`src/rtl/pipelined_prefix_adder_pkg.sv`:
```
// Shared definitions for the pipelined parallel-prefix adder: operation
// encodings, default geometry and the pipeline-register placement rule.
package pipelined_prefix_adder_pkg;

    localparam int DEFAULT_WIDTH     = 32;
    localparam int DEFAULT_GROUPSIZE = 4;

    typedef enum logic [1:0] {
        OP_ADD  = 2'd0,
        OP_SUB  = 2'd1,
        OP_ADDC = 2'd2,
        OP_SUBB = 2'd3
    } op_e;

    // Returns the pipeline stage index registered at prefix boundary bnd, or -1.
    // Register k of pipe sits at boundary ceil(k*levels/(pipe+1)).
    function automatic int stage_at(input int bnd, input int levels, input int pipe);
        int stg;
        stg = -1;
        for (int k = 1; k <= pipe; k++) begin
            stg = (((k * levels + pipe) / (pipe + 1)) == bnd) ? k - 1 : stg;
        end
        return stg;
    endfunction

endpackage

```
`src/rtl/pipelined_prefix_adder_prefix_logic.sv`:
```
// Generate/propagate combine cell used at every node of the prefix tree.
module prefix_logic
    import pipelined_prefix_adder_pkg::*;
(
    input  logic g_hi,
    input  logic p_hi,
    input  logic g_lo,
    input  logic p_lo,
    output logic g,
    output logic p
);

    assign g = g_hi | (p_hi & g_lo);
    assign p = p_hi & p_lo;

endmodule

```
`src/rtl/pipelined_prefix_adder.sv`:
```
// Kogge-Stone style group prefix adder with valid/ready pipeline stages spread
// over the prefix levels and an always-present output register.
module pipelined_prefix_adder
    import pipelined_prefix_adder_pkg::*;
#(
    parameter int WIDTH     = DEFAULT_WIDTH,
    parameter int GROUPSIZE = DEFAULT_GROUPSIZE,
    parameter int PIPE      = 1
) (
    input  logic             clk,
    input  logic             rst,
    input  logic             in_valid,
    output logic             in_ready,
    input  logic [WIDTH-1:0] a,
    input  logic [WIDTH-1:0] b,
    input  logic             cin,
    input  logic [1:0]       op,
    output logic             out_valid,
    input  logic             out_ready,
    output logic [WIDTH-1:0] sum,
    output logic             cout,
    output logic             ovf,
    output logic             zero
);

    localparam int NG     = WIDTH / GROUPSIZE;
    localparam int LEVELS = $clog2(NG);
    localparam int NS     = PIPE + 1;
    localparam int PW     = 2 * WIDTH + 1 + 2 * NG;

    logic [NS-1:0] valid_r;
    logic [NS-1:0] up_valid_s;
    logic [NS-1:0] ready_s;
    logic [PW-1:0] bnd_s [0:LEVELS];

    // A stage can take new contents when it is empty or its occupant moves on.
    always_comb begin
        logic r;
        r = out_ready;
        ready_s = '0;
        for (int s = NS - 1; s >= 0; s--) begin
            r = ~valid_r[s] | r;
            ready_s[s] = r;
        end
        up_valid_s = valid_r << 1;
        up_valid_s[0] = in_valid;
    end

    assign in_ready = ready_s[0] & ~rst;

    // Stage valid bits.
    always_ff @(posedge clk) begin
        if (rst) begin
            valid_r <= '0;
        end else begin
            valid_r <= (valid_r & ~ready_s) | (up_valid_s & ready_s);
        end
    end

    logic [WIDTH-1:0] bx_s, g0_s, p0_s;
    logic             c0_s;
    logic [NG-1:0]    gg0_s, gp0_s;

    // Effective second operand and carry-in for each operation.
    always_comb begin
        case (op_e'(op))
            OP_ADD:  begin bx_s = b;  c0_s = 1'b0; end
            OP_SUB:  begin bx_s = ~b; c0_s = 1'b1; end
            OP_ADDC: begin bx_s = b;  c0_s = cin;  end
            OP_SUBB: begin bx_s = ~b; c0_s = cin;  end
            default: begin bx_s = b;  c0_s = 1'b0; end
        endcase
    end

    assign g0_s = a & bx_s;
    assign p0_s = a ^ bx_s;

    // Group generate/propagate; the ripple here never leaves a single group.
    always_comb begin
        logic gacc, pacc;
        gg0_s = '0;
        gp0_s = '0;
        for (int grp = 0; grp < NG; grp++) begin
            gacc = 1'b0;
            pacc = 1'b1;
            for (int t = 0; t < GROUPSIZE; t++) begin
                gacc = g0_s[grp*GROUPSIZE+t] | (p0_s[grp*GROUPSIZE+t] & gacc);
                pacc = pacc & p0_s[grp*GROUPSIZE+t];
            end
            gg0_s[grp] = gacc;
            gp0_s[grp] = pacc;
        end
    end

    assign bnd_s[0] = {p0_s, g0_s, c0_s, gg0_s, gp0_s};

    for (genvar l = 0; l < LEVELS; l++) begin : g_lvl
        localparam int D   = 1 << l;
        localparam int STG = stage_at(l + 1, LEVELS, PIPE);

        logic [NG-1:0]      gi_s, pi_s, go_s, po_s;
        logic [PW-2*NG-1:0] pass_s;
        logic [PW-1:0]      nxt_s;

        assign {pass_s, gi_s, pi_s} = bnd_s[l];

        for (genvar i = 0; i < NG; i++) begin : g_node
            if (i >= D) begin : g_cell
                prefix_logic u_cell (
                    .g_hi (gi_s[i]),
                    .p_hi (pi_s[i]),
                    .g_lo (gi_s[i-D]),
                    .p_lo (pi_s[i-D]),
                    .g    (go_s[i]),
                    .p    (po_s[i])
                );
            end else begin : g_pass
                assign go_s[i] = gi_s[i];
                assign po_s[i] = pi_s[i];
            end
        end

        assign nxt_s = {pass_s, go_s, po_s};

        if (STG >= 0) begin : g_reg
            logic [PW-1:0] data_r;
            // Internal pipeline register between prefix levels.
            always_ff @(posedge clk) begin
                if (rst) begin
                    data_r <= '0;
                end else if (ready_s[STG] && up_valid_s[STG]) begin
                    data_r <= nxt_s;
                end else begin
                    data_r <= data_r;
                end
            end
            assign bnd_s[l+1] = data_r;
        end else begin : g_comb
            assign bnd_s[l+1] = nxt_s;
        end
    end

    logic [WIDTH-1:0] pf_s, gf_s, sum_nx_s;
    logic             cf_s, c_msb_s;
    logic [NG-1:0]    ggf_s, gpf_s;
    logic [NG:0]      cg_s;

    assign {pf_s, gf_s, cf_s, ggf_s, gpf_s} = bnd_s[LEVELS];
    assign cg_s = {ggf_s | (gpf_s & {NG{cf_s}}), cf_s};

    // Sum bits from group carry-ins; only bits inside a group ripple.
    always_comb begin
        logic c;
        sum_nx_s = '0;
        c_msb_s  = 1'b0;
        c        = 1'b0;
        for (int grp = 0; grp < NG; grp++) begin
            c = cg_s[grp];
            for (int t = 0; t < GROUPSIZE; t++) begin
                sum_nx_s[grp*GROUPSIZE+t] = pf_s[grp*GROUPSIZE+t] ^ c;
                c_msb_s = c;
                c = gf_s[grp*GROUPSIZE+t] | (pf_s[grp*GROUPSIZE+t] & c);
            end
        end
    end

    logic [WIDTH-1:0] sum_r;
    logic             cout_r, ovf_r;

    // Output register; holds while the consumer stalls.
    always_ff @(posedge clk) begin
        if (rst) begin
            sum_r  <= '0;
            cout_r <= 1'b0;
            ovf_r  <= 1'b0;
        end else if (ready_s[PIPE] && up_valid_s[PIPE]) begin
            sum_r  <= sum_nx_s;
            cout_r <= cg_s[NG];
            ovf_r  <= c_msb_s ^ cg_s[NG];
        end else begin
            sum_r  <= sum_r;
            cout_r <= cout_r;
            ovf_r  <= ovf_r;
        end
    end

    assign out_valid = valid_r[PIPE];
    assign sum       = sum_r;
    assign cout      = cout_r;
    assign ovf       = ovf_r;
    // Zero is derived from the registered sum and qualified so it reads 0 when idle.
    assign zero      = valid_r[PIPE] & ~|sum_r;

endmodule

```
`config.mk`:
```
export PLATFORM = sky130hd
export DESIGN_NAME = pipelined_prefix_adder
export DESIGN_NICKNAME = d
export VERILOG_FILES = /design/src/rtl/pipelined_prefix_adder_pkg.sv /design/src/rtl/pipelined_prefix_adder_prefix_logic.sv /design/src/rtl/pipelined_prefix_adder.sv
export SDC_FILE = /design/constraint.sdc
export NUM_CORES = 1
export LEC_CHECK = 0
export BUFFER_PORTS_ARGS = -buffer_cell sky130_fd_sc_hd__buf_4
export CORE_ASPECT_RATIO = 0.75
export CORE_MARGIN = 2
export CORE_UTILIZATION = 52
export CTS_BUF_LIST = sky130_fd_sc_hd__clkbuf_8
export DETAILED_ROUTE_END_ITERATION = 10
export MAX_ROUTING_LAYER = met4
export PLACE_DENSITY = 0.79
export SETUP_SLACK_MARGIN = 0.1
export SYNTH_ARGS = -nofsm -noshare
export SYNTH_HDL_FRONTEND = slang
export SYNTH_SLANG_ARGS = --single-unit
```
`constraint.sdc`:
```
create_clock -name clk -period 2.2 [get_ports clk]
set_clock_uncertainty 0.2 [all_clocks]
set_input_delay 0.22 -clock clk [delete_from_list [all_inputs] [get_ports clk]]
set_output_delay 0.22 -clock clk [all_outputs]
set_load 0.05 [all_outputs]
```
* Yosys cells after proc, flatten, opt, wreduce, memory -nomap -nowiden *
Index checks and enable logic that the tools add are counted.

word-level totals
  word-level logic and storage cells = 238
  output and inout port bits = 37
  flip-flop bits (word level) = 117

operators by class
  equality and inequality tests = 3
  reductions and logical operators = 8
  multiplexer cells = 2
  bitwise gates (word level) = 220

operators with widths
  cell                                                  count
  bitwise AND 1 bit                                     108
  bitwise OR 1 bit                                      67
  case mux 32 bit (2 select lines)                      1
  XOR 1 bit                                             33
  bitwise AND 32 bit                                    1
  inverter 32 bit                                       1
  OR reduction 32 bit                                   1
  XOR 32 bit                                            1
  bitwise AND 8 bit                                     1
  bitwise OR 8 bit                                      1
  OR reduction 2 bit                                    3
  bitwise AND 2 bit                                     2
  equality test 2 bit (second input constant)           2
  inverter 1 bit                                        3
  case mux 1 bit (3 select lines)                       1
  equality test 2 x 1 -> 1 bit (second input constant)  1
  logical AND 1 bit                                     2
  zero test 2 bit                                       1
  inverter 2 bit                                        1
  bitwise OR 2 bit                                      1
  zero test 1 bit                                       1

* Depth between registers and ports, before layout *
Gate-level depths: netlist (run 1).

  depth after elaboration = 14
  depth in mapped cells = 11
  gate-level depth less buffers = 11

* Modules after synthesis *
From an unflattened synthesis (run 1), not the netlist that was laid out.

second synthesis, totals
  cell total of the unflattened synthesis = 708
  area, all modules = 5965.7 sq um

modules (own cells, without submodules)
  module                  cells each  sequential area each (sq um)  times used  area each (sq um)
  pipelined_prefix_adder  674         2182.1                        1           5710.5
  prefix_logic            2           0.0                           17          15.0

* Worst setup path after synthesis (run 1) *
No wires, ideal clock.

  path type = register to output
  start = reg (tool-made name)
  end = out zero
  stages on the path, launching flop included = 4
  arrival time = 2.137 ns
  path slack = -0.357 ns
  path buffers = 0
  cell sequence = dfxtp_1 > nor4b_1 > nand4_1 > nor3_1

RTL lines
  item       line                          text
  to (decl)  pipelined_prefix_adder.sv:23  output logic zero

* Worst setup path in the final report (run 1) *
  start = reg g_lvl[1].g_reg.data_r[16]
  end = reg ovf_r (netlist: ovf)

between the ends
  word-level cells in the longest chain between the ends = 9

RTL lines
  item                    line                           text
  from (decl)             pipelined_prefix_adder.sv:126  logic [PW-1:0] data_r;
  from (signal assigned)  pipelined_prefix_adder.sv:132  data_r <= nxt_s;
  from (signal assigned)  pipelined_prefix_adder.sv:134  data_r <= data_r;
  bitwise AND 8 bit (*)   pipelined_prefix_adder.sv:149  assign cg_s = {ggf_s | (gpf_s & {NG{cf_s}}), cf_s};
  bitwise OR 8 bit (*)    pipelined_prefix_adder.sv:149
  bitwise AND 1 bit       pipelined_prefix_adder.sv:162  c = gf_s[grp*GROUPSIZE+t] | (pf_s[grp*GROUPSIZE+t] & c);
  bitwise OR 1 bit        pipelined_prefix_adder.sv:162
  bitwise AND 1 bit       pipelined_prefix_adder.sv:162
  bitwise OR 1 bit        pipelined_prefix_adder.sv:162
  bitwise AND 1 bit       pipelined_prefix_adder.sv:162
  bitwise OR 1 bit        pipelined_prefix_adder.sv:162
  XOR 1 bit (*)           pipelined_prefix_adder.sv:179  ovf_r <= c_msb_s ^ cg_s[NG];
  to (signal assigned)    pipelined_prefix_adder.sv:179
  to (signal assigned)    pipelined_prefix_adder.sv:183  ovf_r <= ovf_r;
  to (decl)               pipelined_prefix_adder.sv:168  logic cout_r, ovf_r;

Mark *: on every way between the ends. The rest lies on a longest branch, timed or not.
A chain may end at the register's enable or synchronous reset.

==> impl_results.md, run 1 <==
- Run status: finished, violations left
- Failing checks: negative setup slack
- Syn_area_per_cell: 8.12 µm²
- Vias in the first global route: 5113
- Die Ht: 93.1 µm
- Placer congestion estimate: just under 0.9
- First-pass GRT wire length: 24700 µm
- Final Hold Vio Count: 0
- Ports: 108
- Top post-synthesis cells by area: dfxtp_1, nand2_1, ha_1, a21oi_1, xor2_1
- # port buffers: ~110
- Die area: 11400 µm²
- Leakage power: between 3 and 4 nW
- Worst Tran Pin Value: 0.513 ns
- Fraction of registers with async set/reset: 0%
- Fillers: 780
- Antenna-violating nets left: 0
- Power per cell area: 654 nW/µm²
- Area grow syn2layout: 34.1%
- Htree depth: 3
- Synth area leader: dfxtp_1
- CTS tree: built
- RSZ-0062 raised after global routing: true
- Commonest cells in the netlist: nand2_1, a21oi_1, dfxtp_1
- Final wirelength: 15700 µm
- Slew Limit Headroom: 65.7%
- Worst Path Arrival: 2.51 ns
- Crit Path Max Fanout: 6
- # DRC: 0
- Final WS setup: -0.207 ns
- Area of the mapped netlist: 5500 µm²
- Sink Count: about 110
- Starting Density: 53.4%
- Routed WL per cell: 16.7 µm
- Number of buffers created by CTS: 9
- Via density per instance: 5.60
- Finished Cell Area: approximately 7400 µm²
- CP Data Required Time: between 2 and 2.5 ns
- Area after DPL: 6780 µm²
- Root Driver: clkbuf_8
- Top_reg_cell synth: dfxtp_1
- FF+latch area: roughly 2200 µm²
- Syn nets: 804
- Count leader, synth: nand2_1
- Number of register bits inferred by synthesis: 109
- CTS max path bufs: 2
- Nets: a little over 900
- Yosys top cell area share: 39.7%
- Final Critical Period: approximately 2.4 ns
- Seq/Total Area, Yosys: about two fifths
- GRT Resource Usage Total: 28.8%
- Peak supply drop: 0.404 mV
- CP Class: flip-flop to flip-flop
- Post-synth EDFFs: 0
- 1st-iter DRT viols: 418
- Number of antenna violations at the first check in global routing: 0
- Worst-skew pair later-pin latency: about 0.4 ns
- Core ar.: 10300 µm²
- Cells after DPL: approximately 900
- Fmax achieved: 415 MHz
- Startpoint type of the worst setup path: flip-flop
- YS warnings: 0
- Hold Path Class: input port to flip-flop
- Ant. Diodes: 0
- Rows: 32
- Max-cap check violation count: 0
- Pin count of the biggest net entering global routing: 45
- Fraction of layout cells with a size suffix above 1: a little under a third
- Netlist cell types: 37
- Pre-antenna DRT Iters: 5
- Mapped Cells: slightly below 700
- DIE WIDTH: 123 µm
- Setup violators final: 13
- Final Cycle Share: 109%
- Area of the multi-input gates: around 3600 µm²
- Clock transition at path regs: 0.10 ns
- CP Capture Type: flip-flop
- Global route overflow: 0
- Non-filler cells, final: approximately 940
- Via Count: approximately 5.3k
- Pins Over Slew Limit: 0
- DP Wirelength: 11300 µm
## sequential cells by signal, indices dropped and copies added (netlist names), named ones only
register	flops
sum	32
ovf	1
cout	1
g_lvl.g_reg.data_r	73
## worst max-delay path, cell delays in order (launching register included)
cell      delay, ns
dfxtp_4        0.38
a21o_1         0.20
a21o_1         0.18
ha_2           0.17
or2_4          0.23
ha_4           0.15
or2_4          0.23
ha_4           0.16
nor2_4         0.13
xnor2_2        0.09
a211oi_2       0.21
## cells by family (layout without fill, tap and decap cells)
kind of cell,Yosys count,count (layout),share of synthesized area (%)
and+or+nand+nor,277,277,21.7
adders and majority gates,56,56,12.7
xor gates and xnor gates,41,41,6.53
DFF,109,109,39.7
AOI/OAI and AO/OA,149,149,15.4
muxes,1,1,0.182
buffers and inverters,44,172,3.80
## cells in the final DEF (no fill, tap or decap), types with 5 or more instances in the layout
master	n
buf_4	141
a22oi_1	8
a21o_1	7
nand2_2	5
ha_1	33
dfxtp_1	105
ha_4	19
nand2_1	183
a21oi_1	105
nor2_4	7
a211oi_1	8
nor2_1	29
nand4_1	10
xor2_1	32
inv_1	6
xnor2_1	5
o21ai_0	8
or2_4	16
a21oi_2	5
clkbuf_8	9
## cell type report
class                           instances  share of cell area, %
Multi-Input combinational cell        524                   48.6
Sequential cell                       109                   29.7
Timing Repair Buffer                  150                   16.2
Tap cell                              136                   2.31
Clock buffer                            9                   1.68
Clock inverter                          7                   1.22
Inverter                                6                  0.305
## final timing paths
path / slack, ns / startpoint / cells past startpoint / to
max reg2reg: -0.21 / g_lvl[1].g_reg.data_r[16] / 10 / ovf
max: -0.21 / g_lvl[1].g_reg.data_r[16] / 10 / ovf
min: 0.02 / cin / 3 / g_lvl[1].g_reg.data_r[16]
min reg2reg: 0.26 / g_lvl[1].g_reg.data_r[41] / 2 / g_lvl[1].g_reg.data_r[41]
## where the power goes
part	switching (mW)	internal (mW)	total, mW	leakage [nW]
registers	0.110	2.09	2.20	0.893
logic	0.709	0.575	1.28	2.16
clock network	0.696	0.635	1.33	0.105
## per-layer routing
metal	global-route usage (%)	wire length [µm]	vias up	part of all wire [%]
li1	-	-	2538	-
met1	34.0	6640	2497	42
met2	48.5	7660	205	49
met3	6.77	1050	29	6.7
met4	9.20	384	0	2.4
met5	-	0	-	0
## stage by stage
stage               hold WS [ns]  setup slack (ns)  TNS (ns)  utilization, %  total power [mW]
global route              0.0267            -0.263     -2.14            71.7              5.03
finish                    0.0164            -0.207     -1.28            71.7              4.82
floorplan                  0.141           -0.0196   -0.0397               -              2.94
global placement           0.241            -0.129    -0.644            65.9              3.36
detailed placement         0.246            -0.239     -1.39            65.9              3.40
CTS                       0.0277            -0.240     -1.40            71.0              4.77
## timing repair
action	4_1_cts	5_1_grt
resized for setup	55	14
pin swaps	43	23
endpoints found under the setup margin	17	34
setup buffers	5	0
hold buffers	2	0
endpoints found under the hold margin	2	0
No activity file was read; power rests on OpenSTA's default activity.
==> run 2, diff against run 1 <==
--- a/constraint.sdc
+++ b/constraint.sdc
@@ -4,2 +4,2 @@
 set_output_delay 0.22 -clock clk [all_outputs]
-set_load 0.05 [all_outputs]
+set_load 0.1 [all_outputs]
==> impl_results.md, run 2 (synthesized netlist as in run 1, its figures left out) <==
- Power per cell area: 683 nW/µm² (+4.5%)
- GRT Resource Usage Total: 27.6% (-1.2 points)
- # port buffers: 107 (unchanged)
- P_sw: 1.59 mW (+4.9%)
- CP Class: flip-flop to flip-flop
- Fmax achieved: 416 MHz (+0.13%)
- DIE WIDTH: 123 µm (unchanged)
- Via density per instance: 5.44 (-2.8%)
- Antenna-violating nets left: 0 (unchanged)
- Leakage power: 3.11 nW (-1.5%)
- CTS max path bufs: 2 (unchanged)
- Crit Path Max Fanout: 4 (-2)
- Worst-skew pair later-pin latency: 0.37 ns (-0.02 ns)
- Max FFs per register: 73 (unchanged)
- Switching share of power: 31.6% (+0.22 points)
- Starting Density: 53.4% (unchanged)
- Area grow syn2layout: 33.7%
- Number of buffers created by CTS: 9 (unchanged)
- Final core utilization: 71.4% (-0.24 points)
- Max-cap check violation count: 0 (unchanged)
- Fraction of layout cells with a size suffix above 1: 32.3% (+1.8 points)
- Global route overflow: 0 (unchanged)
- CP Capture Type: flip-flop
- Final Critical Period: 2.40 ns (-0.00301 ns)
- Rows: 32 (unchanged)
- Final Hold Vio Count: 0 (unchanged)
- Pre-antenna DRT Iters: 4 (-1)
- Nets: 917 (-1.1%)
- Comb pwr share: 27.6% (+0.9 points)
- R2R Setup Slk: -0.20 ns (about the same)
- Hold Path Class: input port to flip-flop
- Largest register by flop count: g_lvl.g_reg.data_r
- Root Driver: clkbuf_8
- CP Data Required Time: 2.30 ns (about the same)
- Sink Count: 109 (unchanged)
- Clock transition at path regs: 0.10 ns (about the same)
- Pin count of the biggest net entering global routing: 61 (+36%)
- Final Cycle Share: 109% (-0.14 points)
- Ports: 108 (unchanged)
- Routed WL per cell: 16.1 µm (-3.9%)
- Cells after DPL: 907 (-1.2%)
- Hold slack: 0.0597 ns (+0.0433 ns)
- CTS tree: built
- Core ar.: 10300 µm² (unchanged)
- Worst Tran Pin Value: 0.727 ns (+0.214 ns)
- Placer congestion estimate: 0.915 (+3.7%)
- Non-filler cells, final: 931 (-1.1%)
- Finished Cell Area: 7350 µm² (-0.34%)
- Int Pwr: 3.43 mW (+3.8%)
- Pins Over Slew Limit: 0 (unchanged)
- Failing checks: negative setup slack
- Reg power frac: 43.9% (-1.8 points)
- # DRC: 0 (unchanged)
- 1st-iter DRT viols: 287 (-31%)
- Commonest non-fill, non-tap cell in the layout: nand2_1
- Via Count: 5065 (-3.9%)
- Die area: 11400 µm² (unchanged)
- Peak supply drop: 0.512 mV (+27%)
- DP Wirelength: 11000 µm (-2.1%)
- First-pass GRT wire length: 23800 µm (-3.5%)
- Number of antenna violations at the first check in global routing: 0 (unchanged)
- Startpoint type of the worst setup path: flip-flop
- RSZ-0062 raised after global routing: true
- Ant. Diodes: 0 (unchanged)
- Commonest cells after routing, fill and taps aside: nand2_1, buf_4, a21oi_1
- Die Ht: 93.1 µm (unchanged)
- Run status: finished, violations left
- Clk pwr share: 28.5% (+0.9 points)
- Htree depth: 3 (unchanged)
- Vias in the first global route: 4825 (-5.6%)
- Area after DPL: 6730 µm² (-0.66%)
- Final WS setup: -0.204 ns (+0.00302 ns)
- Worst Path Arrival: 2.51 ns (about the same)
- Setup violators final: 12 (-1)
- Final wirelength: 15000 µm (-4.9%)
- Slew Limit Headroom: 51.5% (-14 points)
-- run 2: cell types whose count changed in the layout (fill, tap and decap cells not counted), moves of 2 or more --
cell | before | now
nand2_2 | 5 | 1
buf_4 | 141 | 132
clkinv_2 | 3 | 1
dfxtp_2 | 3 | 30
nand2_4 | 2 | 0
clkinvlp_4 | 2 | 0
inv_1 | 6 | 8
dfxtp_1 | 105 | 77
nand2_1 | 183 | 189
-- run 2: power by group through the flow --
stage	registers (mW)	clock network, mW	logic [mW]
after floorplan	2.44	0	0.632
after global placement	2.22	0	1.26
after global routing	2.22	1.53	1.49
after detailed placement	2.23	0	1.28
after CTS	2.20	1.45	1.35
final	2.20	1.43	1.38
-- run 2: per-stage QoR --
step                      setup TNS [ns]  total power [mW]  worst slack, ns
after floorplan                  -0.0742              3.08          -0.0249
after global placement             -1.11              3.49           -0.168
after detailed placement           -1.75              3.51           -0.224
after CTS                          -1.39              5.00           -0.193
after global routing               -2.61              5.24           -0.293
final                              -1.47              5.02           -0.204
-- run 2: repair_timing --
item | in CTS | in global routing
endpoints found under the setup margin | 23 | 41
pin swaps | 28 | 33
hold buffers | 2 | 0
hold endpoints to repair | 2 | 0
buffers inserted | 6 | 0
resized for setup | 47 | 16
gates cloned | 0 | 0
-- run 2: layout make-up --
cell class / count / area (µm²)
flip-flops and latches: 109 / 2230
clock inverters: 6 / 103
well taps: 136 / 170
multi-input cells: 524 / 3580
clock buffers: 10 / 138
inverters: 6 / 22.5
fillers: 784 / 2940
repair buffers: 140 / 1110
-- run 2: per-layer routing --
| layer | wire length, µm | GRT usage (%) | up-vias |
|---|---|---|---|
| li1 | - | - | 2514 |
| met1 | 6950 | 36.7 | 2361 |
| met2 | 6930 | 43.6 | 167 |
| met3 | 748 | 4.45 | 23 |
| met4 | 327 | 7.95 | 0 |
| met5 | 0 | - | - |
-- run 2: path summary, 6_finish.rpt --
kind / from / endpoint / depth (start not counted)
max: g_lvl[1].g_reg.data_r[16] / sum[27] / 11
min: a[0] / g_lvl[1].g_reg.data_r[49] / 4
max reg2reg: g_lvl[1].g_reg.data_r[16] / sum[27] / 11
min reg2reg: g_lvl[1].g_reg.data_r[41] / g_lvl[1].g_reg.data_r[41] / 2
-- run 2: worst max-delay path, stage by stage, from the launching register on --
cell and delay [ns]:
dfxtp_4 0.37, a21o_1 0.23, a21o_1 0.19, ha_2 0.16, or2_4 0.25, ha_4 0.15
or2_4 0.23, ha_4 0.16, nor2_4 0.08, xnor2_1 0.12, nand2_1 0.06, a21oi_1 0.15
